### config.mk
export PLATFORM = sky130hd
export DESIGN_NAME = mem_access_ctrl
export DESIGN_NICKNAME = d
export VERILOG_FILES = /design/src/rtl/mem_access_ctrl.sv
export SDC_FILE = /design/constraint.sdc
export NUM_CORES = 1
export LEC_CHECK = 0
export CORE_ASPECT_RATIO = 0.6
export CORE_MARGIN = 8
export CORE_UTILIZATION = 30
export DETAILED_ROUTE_END_ITERATION = 8
export GPL_TIMING_DRIVEN = 0
export PLACE_DENSITY_LB_ADDON = 0.2
export SETUP_SLACK_MARGIN = 0.4
export SYNTH_ARGS = -nofsm -noshare
export SYNTH_HDL_FRONTEND = slang
export SYNTH_SLANG_ARGS = --single-unit
### constraint.sdc
create_clock -name clk -period 2.35 [get_ports clk]
set_input_delay 0.235 -clock clk [delete_from_list [all_inputs] [get_ports clk]]
set_output_delay 0.235 -clock clk [all_outputs]
set_load 0.02 [all_outputs]
### src/rtl/mem_access_ctrl.sv
// Load/store sequencer in front of the ROM/RAM output mux: decodes the byte
// address, drives one memory for a fixed number of wait cycles, returns data.
module mem_access_ctrl #(
  parameter int unsigned DATA_WIDTH = 32,
  parameter int unsigned IDX_WIDTH  = 6,
  parameter logic [31:0] ROM_BASE   = 32'h00400000,
  parameter logic [31:0] RAM_BASE   = 32'h10010000,
  parameter int unsigned ROM_WORDS  = 64,
  parameter int unsigned RAM_WORDS  = 64,
  parameter int unsigned ROM_WAIT   = 1,
  parameter int unsigned RAM_WAIT   = 1
) (
  input  logic                  clk,
  input  logic                  reset,
  input  logic                  Req_i,
  input  logic                  We_i,
  input  logic [31:0]           Addr_i,
  input  logic [DATA_WIDTH-1:0] Wdata_i,
  input  logic [DATA_WIDTH-1:0] Mux_data_i,
  output logic                  Ready_o,
  output logic                  Done_o,
  output logic                  Error_o,
  output logic [DATA_WIDTH-1:0] Rdata_o,
  output logic [31:0]           Selector_o,
  output logic                  Rom_en_o,
  output logic [IDX_WIDTH-1:0]  Rom_addr_o,
  output logic                  Ram_en_o,
  output logic                  Ram_we_o,
  output logic [IDX_WIDTH-1:0]  Ram_addr_o,
  output logic [DATA_WIDTH-1:0] Ram_wdata_o
);

  localparam int unsigned CNT_WIDTH = 4;

  // Region ends computed on 33 bits so a region touching the top of the
  // address space cannot wrap.
  localparam logic [32:0] ROM_LO = {1'b0, ROM_BASE};
  localparam logic [32:0] RAM_LO = {1'b0, RAM_BASE};
  localparam logic [32:0] ROM_HI = ROM_LO + (33'(ROM_WORDS) << 2);
  localparam logic [32:0] RAM_HI = RAM_LO + (33'(RAM_WORDS) << 2);

  typedef enum logic [1:0] {
    S_IDLE   = 2'd0,
    S_ACCESS = 2'd1,
    S_RESP   = 2'd2
  } state_t;

  state_t                 state_q, state_d;
  logic [CNT_WIDTH-1:0]   cnt_q, cnt_d;
  logic                   store_q, store_d;

  logic                   ready_d;
  logic                   done_d;
  logic                   error_d;
  logic [DATA_WIDTH-1:0]  rdata_d;
  logic [31:0]            sel_d;
  logic                   rom_en_d;
  logic [IDX_WIDTH-1:0]   rom_addr_d;
  logic                   ram_en_d;
  logic                   ram_we_d;
  logic [IDX_WIDTH-1:0]   ram_addr_d;
  logic [DATA_WIDTH-1:0]  ram_wdata_d;

  logic [32:0]            addr_ext;
  logic                   rom_hit;
  logic                   ram_hit;
  logic                   req_err;
  logic [IDX_WIDTH-1:0]   rom_idx;
  logic [IDX_WIDTH-1:0]   ram_idx;

  // Address decode of the incoming request
  always_comb begin
    addr_ext = {1'b0, Addr_i};
    rom_hit  = (addr_ext >= ROM_LO) && (addr_ext < ROM_HI);
    ram_hit  = (addr_ext >= RAM_LO) && (addr_ext < RAM_HI);
    req_err  = (Addr_i[1:0] != 2'b00) || (!rom_hit && !ram_hit) || (We_i && rom_hit);
    rom_idx  = IDX_WIDTH'((Addr_i - ROM_BASE) >> 2);
    ram_idx  = IDX_WIDTH'((Addr_i - RAM_BASE) >> 2);
  end

  // Next-state and registered-output logic
  always_comb begin
    state_d     = state_q;
    cnt_d       = cnt_q;
    store_d     = store_q;
    done_d      = 1'b0;
    error_d     = Error_o;
    rdata_d     = Rdata_o;
    sel_d       = Selector_o;
    rom_en_d    = Rom_en_o;
    rom_addr_d  = Rom_addr_o;
    ram_en_d    = Ram_en_o;
    ram_we_d    = Ram_we_o;
    ram_addr_d  = Ram_addr_o;
    ram_wdata_d = Ram_wdata_o;

    case (state_q)
      S_IDLE: begin
        if (Req_i) begin
          store_d = We_i;
          if (req_err) begin
            done_d  = 1'b1;
            error_d = 1'b1;
            state_d = S_RESP;
          end else if (rom_hit) begin
            rom_addr_d = rom_idx;
            sel_d      = ROM_BASE;
            rom_en_d   = 1'b1;
            cnt_d      = CNT_WIDTH'(ROM_WAIT);
            state_d    = S_ACCESS;
          end else begin
            ram_addr_d = ram_idx;
            sel_d      = RAM_BASE;
            ram_en_d   = 1'b1;
            ram_we_d   = We_i;
            if (We_i) begin
              ram_wdata_d = Wdata_i;
            end
            cnt_d   = CNT_WIDTH'(RAM_WAIT);
            state_d = S_ACCESS;
          end
        end
      end

      S_ACCESS: begin
        if (cnt_q != '0) begin
          cnt_d = cnt_q - CNT_WIDTH'(1);
        end else begin
          if (!store_q) begin
            rdata_d = Mux_data_i;
          end
          rom_en_d = 1'b0;
          ram_en_d = 1'b0;
          ram_we_d = 1'b0;
          done_d   = 1'b1;
          state_d  = S_RESP;
        end
      end

      S_RESP: begin
        error_d = 1'b0;
        state_d = S_IDLE;
      end

      default: begin
        rom_en_d = 1'b0;
        ram_en_d = 1'b0;
        ram_we_d = 1'b0;
        error_d  = 1'b0;
        state_d  = S_IDLE;
      end
    endcase

    ready_d = (state_d == S_IDLE);
  end

  // State and output registers
  always_ff @(posedge clk or posedge reset) begin
    if (reset) begin
      state_q     <= S_IDLE;
      cnt_q       <= '0;
      store_q     <= 1'b0;
      Ready_o     <= 1'b1;
      Done_o      <= 1'b0;
      Error_o     <= 1'b0;
      Rdata_o     <= '0;
      Selector_o  <= ROM_BASE;
      Rom_en_o    <= 1'b0;
      Rom_addr_o  <= '0;
      Ram_en_o    <= 1'b0;
      Ram_we_o    <= 1'b0;
      Ram_addr_o  <= '0;
      Ram_wdata_o <= '0;
    end else begin
      state_q     <= state_d;
      cnt_q       <= cnt_d;
      store_q     <= store_d;
      Ready_o     <= ready_d;
      Done_o      <= done_d;
      Error_o     <= error_d;
      Rdata_o     <= rdata_d;
      Selector_o  <= sel_d;
      Rom_en_o    <= rom_en_d;
      Rom_addr_o  <= rom_addr_d;
      Ram_en_o    <= ram_en_d;
      Ram_we_o    <= ram_we_d;
      Ram_addr_o  <= ram_addr_d;
      Ram_wdata_o <= ram_wdata_d;
    end
  end

endmodule
After elaboration in Yosys (flattened, before gate mapping)
Index checks and enable logic that the tools add are counted.
{"block": "word_totals", "elab_cells": 88, "register_bits": 121}
{"block": "classes", "muxes": 29, "reduce_logical": 23, "n_eq_ne": 9, "addsub": 3, "n_lt_le_gt_ge": 4, "n_bitwise": 6}
{"cell": "32-bit by 23-bit >= comparator with 1-bit output, second input constant", "n": 1}
{"cell": "32-bit by 29-bit >= comparator with 1-bit output, second input constant", "n": 1}
{"cell": "32-bit by 23-bit less-than comparator with 1-bit output, second input constant", "n": 1}
{"cell": "32-bit by 29-bit less-than comparator with 1-bit output, second input constant", "n": 1}
{"cell": "29-bit two-way mux", "n": 1}
{"cell": "8-bit by 1-bit subtractor with 8-bit output, second input constant", "n": 2}
{"cell": "1-bit two-way mux", "n": 15}
{"cell": "5-bit AND reduction", "n": 3}
{"cell": "2-bit != test, second input constant", "n": 7}
{"cell": "4-bit two-way mux", "n": 3}
{"cell": "4-bit AND reduction", "n": 3}
{"cell": "1-bit case mux with 3 select lines", "n": 3}
{"cell": "3-bit AND reduction", "n": 3}
{"cell": "4-bit case mux with 2 select lines", "n": 1}
{"cell": "2-bit two-way mux", "n": 3}
{"cell": "1-bit inverter", "n": 6}
{"cell": "1-bit logical AND", "n": 4}
{"cell": "2-bit zero test", "n": 2}
{"cell": "1-bit case mux with 2 select lines", "n": 2}
{"cell": "2-bit case mux with 2 select lines", "n": 1}
{"cell": "2-bit nonzero test", "n": 2}
{"cell": "4-bit nonzero test", "n": 1}
{"cell": "4-bit by 1-bit subtractor with 4-bit output, second input constant", "n": 1}
{"cell": "2-bit by 1-bit equality test with 1-bit output, second input constant", "n": 1}
{"cell": "4 further kinds", "n": 6}

Logic depth before layout (Yosys ltp)
Gate-level depths: netlist of the first run.
{"block": "depth", "word_depth": 10, "ltp_mapped": 7}

Least setup slack after synthesis of the first run
No wires, ideal clock.
{"block": "synth_path", "path_kind": "input to register", "startpoint": "input Addr_i[27]", "endpoint": "register Ram_wdata_o[0]", "cell_stages": 5, "t_arrival_ns": 1.810, "required_ns": 2.223, "path_slack_ns": 0.413, "path_buffers": 1, "setup_time_ns": 0.127, "path_cell_list": "nor4_1 > nand4_2 > nor4_4 > buf_6 > mux2_1"}
{"block": "synth_between", "elab_chain_cells": 8, "elab_cells_between_ends": 15}
{"item": "start, declared", "line_no": "17", "rtl": "input logic [31:0] Addr_i,"}
{"item": "32-bit by 23-bit >= comparator with 1-bit output, or another cell as far along", "line_no": "74", "rtl": "rom_hit = (addr_ext >= ROM_LO) && (addr_ext < ROM_HI);"}
{"item": "1-bit logical AND, on equally long branches", "line_no": "74, 75"}
{"item": "1-bit zero test", "line_no": "76", "rtl": "req_err = (Addr_i[1:0] != 2'b00) || (!rom_hit && !ram_hit) || (We_i && rom_hit);"}
{"item": "1-bit logical AND", "line_no": "76"}
{"item": "1-bit logical OR (2 in series)", "line_no": "76"}
{"item": "1-bit inverter (no source line)"}
{"item": "5-bit AND reduction (no source line) (*)"}
{"item": "end signal, assigned", "line_no": "188", "rtl": "Ram_wdata_o <= ram_wdata_d;"}
{"item": "end, declared", "line_no": "30", "rtl": "output logic [DATA_WIDTH-1:0] Ram_wdata_o"}
Every way passes the cells marked *; elsewhere a longest branch is shown, timed or not.
A chain may end at the register's enable or synchronous reset.

Final worst setup path of the first run
{"block": "layout_path", "startpoint": "input Addr_i[12]", "endpoint": "register Ram_wdata_o[28]"}
Same word-level chain as after synthesis.

==> results of run 1 <==
-- final cells by class --
type	instances	area [µm²]
Inverter	5	22.5
Multi-Input combinational cell	156	1450
Tap cell	170	213
Fill cell	1111	5960
Clock inverter	5	37.5
Buffer	36	319
Timing Repair Buffer	200	2130
Sequential cell	91	2280
Clock buffer	11	243
-- kinds of logic after synthesis --
group,synth area share (%)
XOR/XNOR,0.458
flip-flops,59.6
AND/OR/NAND/NOR,6.61
adder cells (fa/ha/maj),0.654
multiplexers,22.7
buffers and inverters,7.66
other,0.0981
AO/OA/AOI/OAI,2.23
-- critical path, stage by stage --
cell	delay (ps)
clkdlybuf4s50_1	440
nor4_4	240
nand2_2	110
nor4_4	330
buf_12	190
buf_8	130
buf_12	120
mux2_4	290
-- per-layer routing --
layer | track usage (%) | up-vias | routed length, µm
met5 | 0 | - | 0
met4 | 2.55 | 0 | 45
met3 | 9.01 | 4 | 1560
met2 | 20.5 | 127 | 4770
met1 | 15.6 | 1345 | 4780
li1 | - | 1338 | -
-- repair_timing --
item / 4_1_cts / 5_1_grt
setup endpoints to repair: 84 / 69
pin swaps: 8 / 9
setup buffers: 11 / 0
gates cloned: 3 / 0
resized for setup: 34 / 21
endpoints found under the hold margin: 0 / 0
-- placed cells by master (no fill, tap or decap), types with 3 or more instances in the layout --
| master | count |
|---|---|
| buf_6 | 4 |
| dfrtp_1 | 89 |
| mux2_2 | 48 |
| o21ai_0 | 3 |
| buf_4 | 34 |
| o21bai_1 | 3 |
| mux2_1 | 23 |
| buf_12 | 10 |
| clkbuf_16 | 9 |
| nor4_4 | 4 |
| nor4_2 | 5 |
| dlymetal6s2s_1 | 7 |
| clkdlybuf4s50_1 | 169 |
| clkinvlp_4 | 3 |
| mux2_4 | 6 |
| nor2_1 | 3 |
| inv_1 | 4 |
| conb_1 | 29 |
| dlygate4sd2_1 | 8 |
| nand2_2 | 3 |
| buf_16 | 3 |
-- path summary, 6_finish.rpt --
| check | to | slack [ps] | depth (start not counted) |
|---|---|---|---|
| max reg2reg | Ram_wdata_o[28] | 530 | 7 |
| min | Rdata_o[16] | 290 | 2 |
| max | Ram_wdata_o[28] | 460 | 8 |
| min in group clk | Ready_o | 450 | 1 |
| max in group asynchronous | Ready_o | 1470 | 3 |
| min reg2reg | Ready_o | 450 | 1 |
-- stage by stage --
stage               std cells  instance area [µm²]  setup slack (ps)  hold slack (ps)
CTS                       674                 6620               351              302
global route              674                 6690               415              314
finish                    674                 6690               460              295
global placement          642                 5990              -378              436
floorplan                 288                 3930               413              299
detailed placement        644                 6030              -427              443
-- sequential cells by signal (all words and copies together) (netlist names) --
name / flops
Ram_wdata_o: 32
Rdata_o: 32
Ram_addr_o: 6
Rom_addr_o: 6
cnt_q: 4
Selector_o: 2
state_q: 2
Done_o: 1
Error_o: 1
Ram_en_o: 1
Ram_we_o: 1
Ready_o: 1
Rom_en_o: 1
store_q: 1
-- power breakdown --
group	total, mW	switching [mW]	internal (mW)
clock	1.35	0.602	0.750
sequential	1.58	0.00540	1.57
combinational	0.325	0.132	0.194
total	3.26	0.739	2.52
==> results.env, run 1 <==
POST-SYNTH-TOP-COUNT-CELL='dfrtp_1'
YOSYSUNIQUECELLTYPES=36
NUM_ANTENNA_CELLS=0
YS_DOMINANT_REG_CELL='dfrtp_1'
LAYOUT-DRIVE-GT1-SHARE_PCT=28.4
SYNTH.TOP_CELLS.BY_AREA='dfrtp_1 (58%), mux2_2 (14%), mux2_1 (8.5%)'
WORST_SLEW_PIN_SLEW_PS=576
NETLIST_INSTANCES=260
WL_PER_CELL_UM=16.5
FMAX_GHz=0.529
FINAL_MAX_SLEW_VIOL_COUNT=0
IO_PINS=214
CLOCK_TREE.BUFFER_DEPTH=2
YOSYSSEQAREASHARE_PCT=59.6
WORST_SKEW_PAIR.LATE_LATENCY_PS=330
YS_WARN_COUNT=0
CRITPATHARRIVALTIME_PS=2100
POWER_LEAKAGE_nW=3.18
FIRST_PASS_ITERS=4
VIAS_PER_CELL=4.18
CRITICAL_PATH.ENDPOINT_TYPE='flip-flop'
SYNTH_AREA_PER_CELL_UM2=14.7
WORST_R2R_STARTPOINT='state_q[1]'
LAYOUT_AREA_GROWTH_OVER_SYNTHESIS_PCT=75.0
PATH_CLK_SLEW_PS=60
FLOORPLAN.DIE.HEIGHT_UM=103
DRC=0
FINAL_HOLD_VIOL_COUNT=0
DP_HPWL_UM=8570
GP_CONGESTION=0.696
TIMING.MAX_CAP.VIOLATIONS=0
FINAL-SETUP-VIOL-COUNT=0
FINAL_MIN_PERIOD_OVER_CLOCK_PERIOD_PCT=80.4
NUM_VIAS=2814
DIEAREA_UM2=16700
POST-ROUTE-UTIL_PCT=52.9
CRITPATHLAUNCHTYPE='primary input'
CRIT_FANOUT=6
NETLIST.TOP_CELL.BY_AREA='dfrtp_1'
NUM_ROWS=32
CRITPATHREQUIREDTIME_PS=2560
RESULT_OF_THE_RUN='complete, no violations'
FLOORPLAN.DIE.WIDTH_UM=162
SYNTH_AREA_UM2=3820
CTS.HOLD.BUFFERS_ADDED=0
FINALCRITICALPERIOD_PS=1890
FIN_TNS_SETUP_PS=0
INITIAL_UTILIZATION_PCT=30.2
FINALCLOCKSKEW_PS=5.19
SYNTH_ENABLE_FLOP_CELLS=0
VIA_COUNT_OF_THE_FIRST_GLOBAL_ROUTING_PASS=3145
FIRST_PASS_GRT_WIRE_LENGTH_UM=17300
POSTSYNTHREGISTERBITS=91
ROUTED_WIRELENGTH_UM=11100
PORTBUFFERS=184
CLOCK_SINK_COUNT=91
CTSHTREEMAXLEVEL=3
IR_DROP_mV=0.281
POWER.DENSITY_nW_PER_UM2=487
HOLD_CLASS='primary input to asynchronous set/reset pin'
GRT_START_MAX_NET_PINS=43
REMAINING_MAX_SLEW_BUDGET_AT_THE_TIGHTEST_PIN_PCT=61.2
CTS-BUFFERS-INSERTED=9
TRACK_USAGE_PCT=13.4
CTSROOTBUFFERMASTER='clkbuf_16'
SYNTH_TOP_CELLS_BY_COUNT='dfrtp_1 (89), mux2_2 (48), buf_4 (30)'
GRT_REMAINING_OVERFLOW=0
YS_ASYNC_SR_FRACTION_PCT=100
YOSYSTOPAREACELLSHARE_PCT=58.2
POWER_mW=3.26
CORE_UM2=12700
TIMING.CRITICAL_PATH.FROM='Addr_i[12]'
TIMING_WORST_SETUP_PATH_TYPE='primary input to flip-flop'
FINAL_NETS=601
CTS_TREE='done'
DETAILEDROUTE.FIRSTITERATIONVIOLATIONS=75
ANTENNA_VIOLATING_NETS_POST_ROUTE=0
RSZ0062_AT_GRT='no'
GRT_ANTENNA_BEFORE_REPAIR=0
Note: power is estimated with default switching activity, not from simulation.
==> run 2: changes to the inputs <==
clock period = 1.92 ns   (was 2.35 ns; I/O delays follow)
==> run 2 against run 1 <==
Against the previous run:
- worst hold slack got worse by 30 ps
- critical endpoint is now Ram_wdata_o[18]
- clock power increased by 33%
- critical path type is now flip-flop to flip-flop
- setup slack got worse by 370 ps
- power increased by 27%
- first-iteration DRC count increased by 13%
- die area unchanged
- clock skew increased by 5.3 ps
- sequential power increased by 22%
- cell count increased by 5.2%
- count of clock-buffer cells in the layout decreased by 1
- flip-flop and latch count unchanged
==> results.env, run 2 (synthesis results as in run 1) <==
RESULT_OF_THE_RUN='complete, no violations'
RSZ0062_AT_GRT='yes'
FLOORPLAN.DIE.WIDTH_UM=162
DRC=0
FLOORPLAN.DIE.HEIGHT_UM=103
CRITPATHLAUNCHTYPE='flip-flop'
WORST_PATH_MAX_DELAY_CELL='dfrtp_1'
LAYOUT.CELLS.MOST_COMMON_LIST='dfrtp_1 (89), mux2_4 (76), clkdlybuf4s50_1 (76), dlymetal6s2s_1 (49), buf_4 (48)'
TIMING.MAX_CAP.VIOLATIONS=0
FIRST_PASS_ITERS=4
CP_NUM_BUF_INV=4
TIMING.CRITICAL_PATH.MODE_CELL='buf_12'
PORTBUFFERS=184
POST-ROUTE-UTIL_PCT=59.4
LAYOUT-DRIVE-GT1-SHARE_PCT=40.4
POWER_LEAKAGE_nW=4.47
VIAS_PER_CELL=4.23
CRITICAL_PATH.ENDPOINT_TYPE='flip-flop'
GP_CONGESTION=0.690
POWER_mW=4.14
CRITPATHREQUIREDTIME_PS=2140
FMAX_GHz=0.547
CLOCK_TREE.BUFFER_DEPTH=2
WORST_SKEW_PAIR.LATE_LATENCY_PS=340
PATH_CLK_SLEW_PS=70
ANTENNA_VIOLATING_NETS_POST_ROUTE=0
NUM_ANTENNA_CELLS=0
IO_PINS=214
CLOCK_SINK_COUNT=91
FIN_TNS_SETUP_PS=0
CTS.HOLD.BUFFERS_ADDED=0
WL_PER_CELL_UM=18.1
DIEAREA_UM2=16700
LARGEST_REGISTERS='Ram_wdata_o: 32 flops, Rdata_o: 32 flops'
IR_DROP_mV=0.417
INITIAL_UTILIZATION_PCT=30.2
FIRST_PASS_GRT_WIRE_LENGTH_UM=19200
N_FILL_CELL=1027
CTSHTREEMAXLEVEL=3
LAYOUT_AREA_GROWTH_OVER_SYNTHESIS_PCT=96.7
FINALCLOCKSKEW_PS=10.5
CTSROOTBUFFERMASTER='clkbuf_16'
HOLD_SLACK_PS=265
TRACK_USAGE_PCT=15.0
FINAL_MAX_SLEW_VIOL_COUNT=0
MOSTFREQUENTLAYOUTCELL='dfrtp_1'
CPPEAKSTAGEDELAY_PS=430
GRT_REMAINING_OVERFLOW=0
CRITPATHARRIVALTIME_PS=2050
HOLD_CLASS='primary input to asynchronous set/reset pin'
FINAL_NETS=636
NUM_ROWS=32
CTS_TREE='done'
ROUTED_WIRELENGTH_UM=12800
CRIT_PATH_CELL_TRACE='nor2_1 -> nand2_2 -> nor4_4 -> buf_6 -> buf_12 -> buf_12 -> buf_16 -> mux2_4'
REMAINING_MAX_SLEW_BUDGET_AT_THE_TIGHTEST_PIN_PCT=59.7
GRT_START_MAX_NET_PINS=43
POWER.DENSITY_nW_PER_UM2=551
CRIT_FANOUT=5
FINAL_HOLD_VIOL_COUNT=0
FINAL_MIN_PERIOD_OVER_CLOCK_PERIOD_PCT=95.3
TIMING_WORST_SETUP_PATH_TYPE='flip-flop to flip-flop'
DP_HPWL_UM=8790
NUM_VIAS=3001
GATE_FAMILY_RESPONSIBLE_FOR_THE_MOST_DELAY_ALONG_THE_WORST_PATH='simple AND/OR/NAND/NOR gates'
FINALCRITICALPERIOD_PS=1830
CORE_UM2=12700
GRT_ANTENNA_BEFORE_REPAIR=0
WORST_SLEW_PIN_SLEW_PS=603
VIA_COUNT_OF_THE_FIRST_GLOBAL_ROUTING_PASS=3398
DETAILEDROUTE.FIRSTITERATIONVIOLATIONS=85
CTS-BUFFERS-INSERTED=9
FINAL-SETUP-VIOL-COUNT=0
## run 2: layout make-up
class	count	area (µm²)	share of cell area, %
Multi-Input combinational cell	156	1790	23.8
Inverter	5	22.5	0.299
Timing Repair Buffer	235	2570	34.2
Buffer	36	335	4.46
Clock inverter	6	65.1	0.865
Tap cell	170	213	2.83
Clock buffer	10	239	3.18
Sequential cell	91	2280	30.3
## run 2: power by group
part           internal, mW  switching, mW
registers              1.93        0.00722
clock network          1.04          0.750
logic                 0.236          0.178
## run 2: what timing repair did
action,in CTS,in global routing
hold endpoints to repair,0,0
gates resized for setup,158,55
cloned,6,2
pin swaps,14,3
setup endpoints to repair,121,137
setup buffers,34,7
## run 2: per-layer routing
layer  share of wire, %  vias up  global-route usage, %
li1                   -     1402                      -
met1                 42     1455                   17.6
met2                 46      133                   23.5
met3                 11       11                   8.18
met4                1.1        0                   4.25
met5                  0        -                      0
## run 2: through the flow
| stage | area (µm²) | cells | setup WS (ps) |
|---|---|---|---|
| 3_5_place_dp | 6320 | 644 | -695 |
| 2_1_floorplan | 4220 | 288 | 103 |
| 6_report | 7520 | 709 | 90.9 |
| 5_1_grt | 7520 | 709 | 42.5 |
| 4_1_cts | 7300 | 700 | 177 |
| 3_3_place_gp | 6280 | 642 | -600 |
## run 2: path summary, 6_finish.rpt
path | cells after the start | endpoint | from | slack [ps]
max | 8 | Ram_wdata_o[18] | state_q[1] | 90
min | 2 | Ram_wdata_o[0] | reset | 260
max reg2reg | 8 | Ram_wdata_o[18] | state_q[1] | 90
min reg2reg | 1 | Ready_o | state_q[0] | 460
max in group asynchronous | 3 | Selector_o[22] | reset | 990
min in group clk | 2 | store_q | We_i | 290
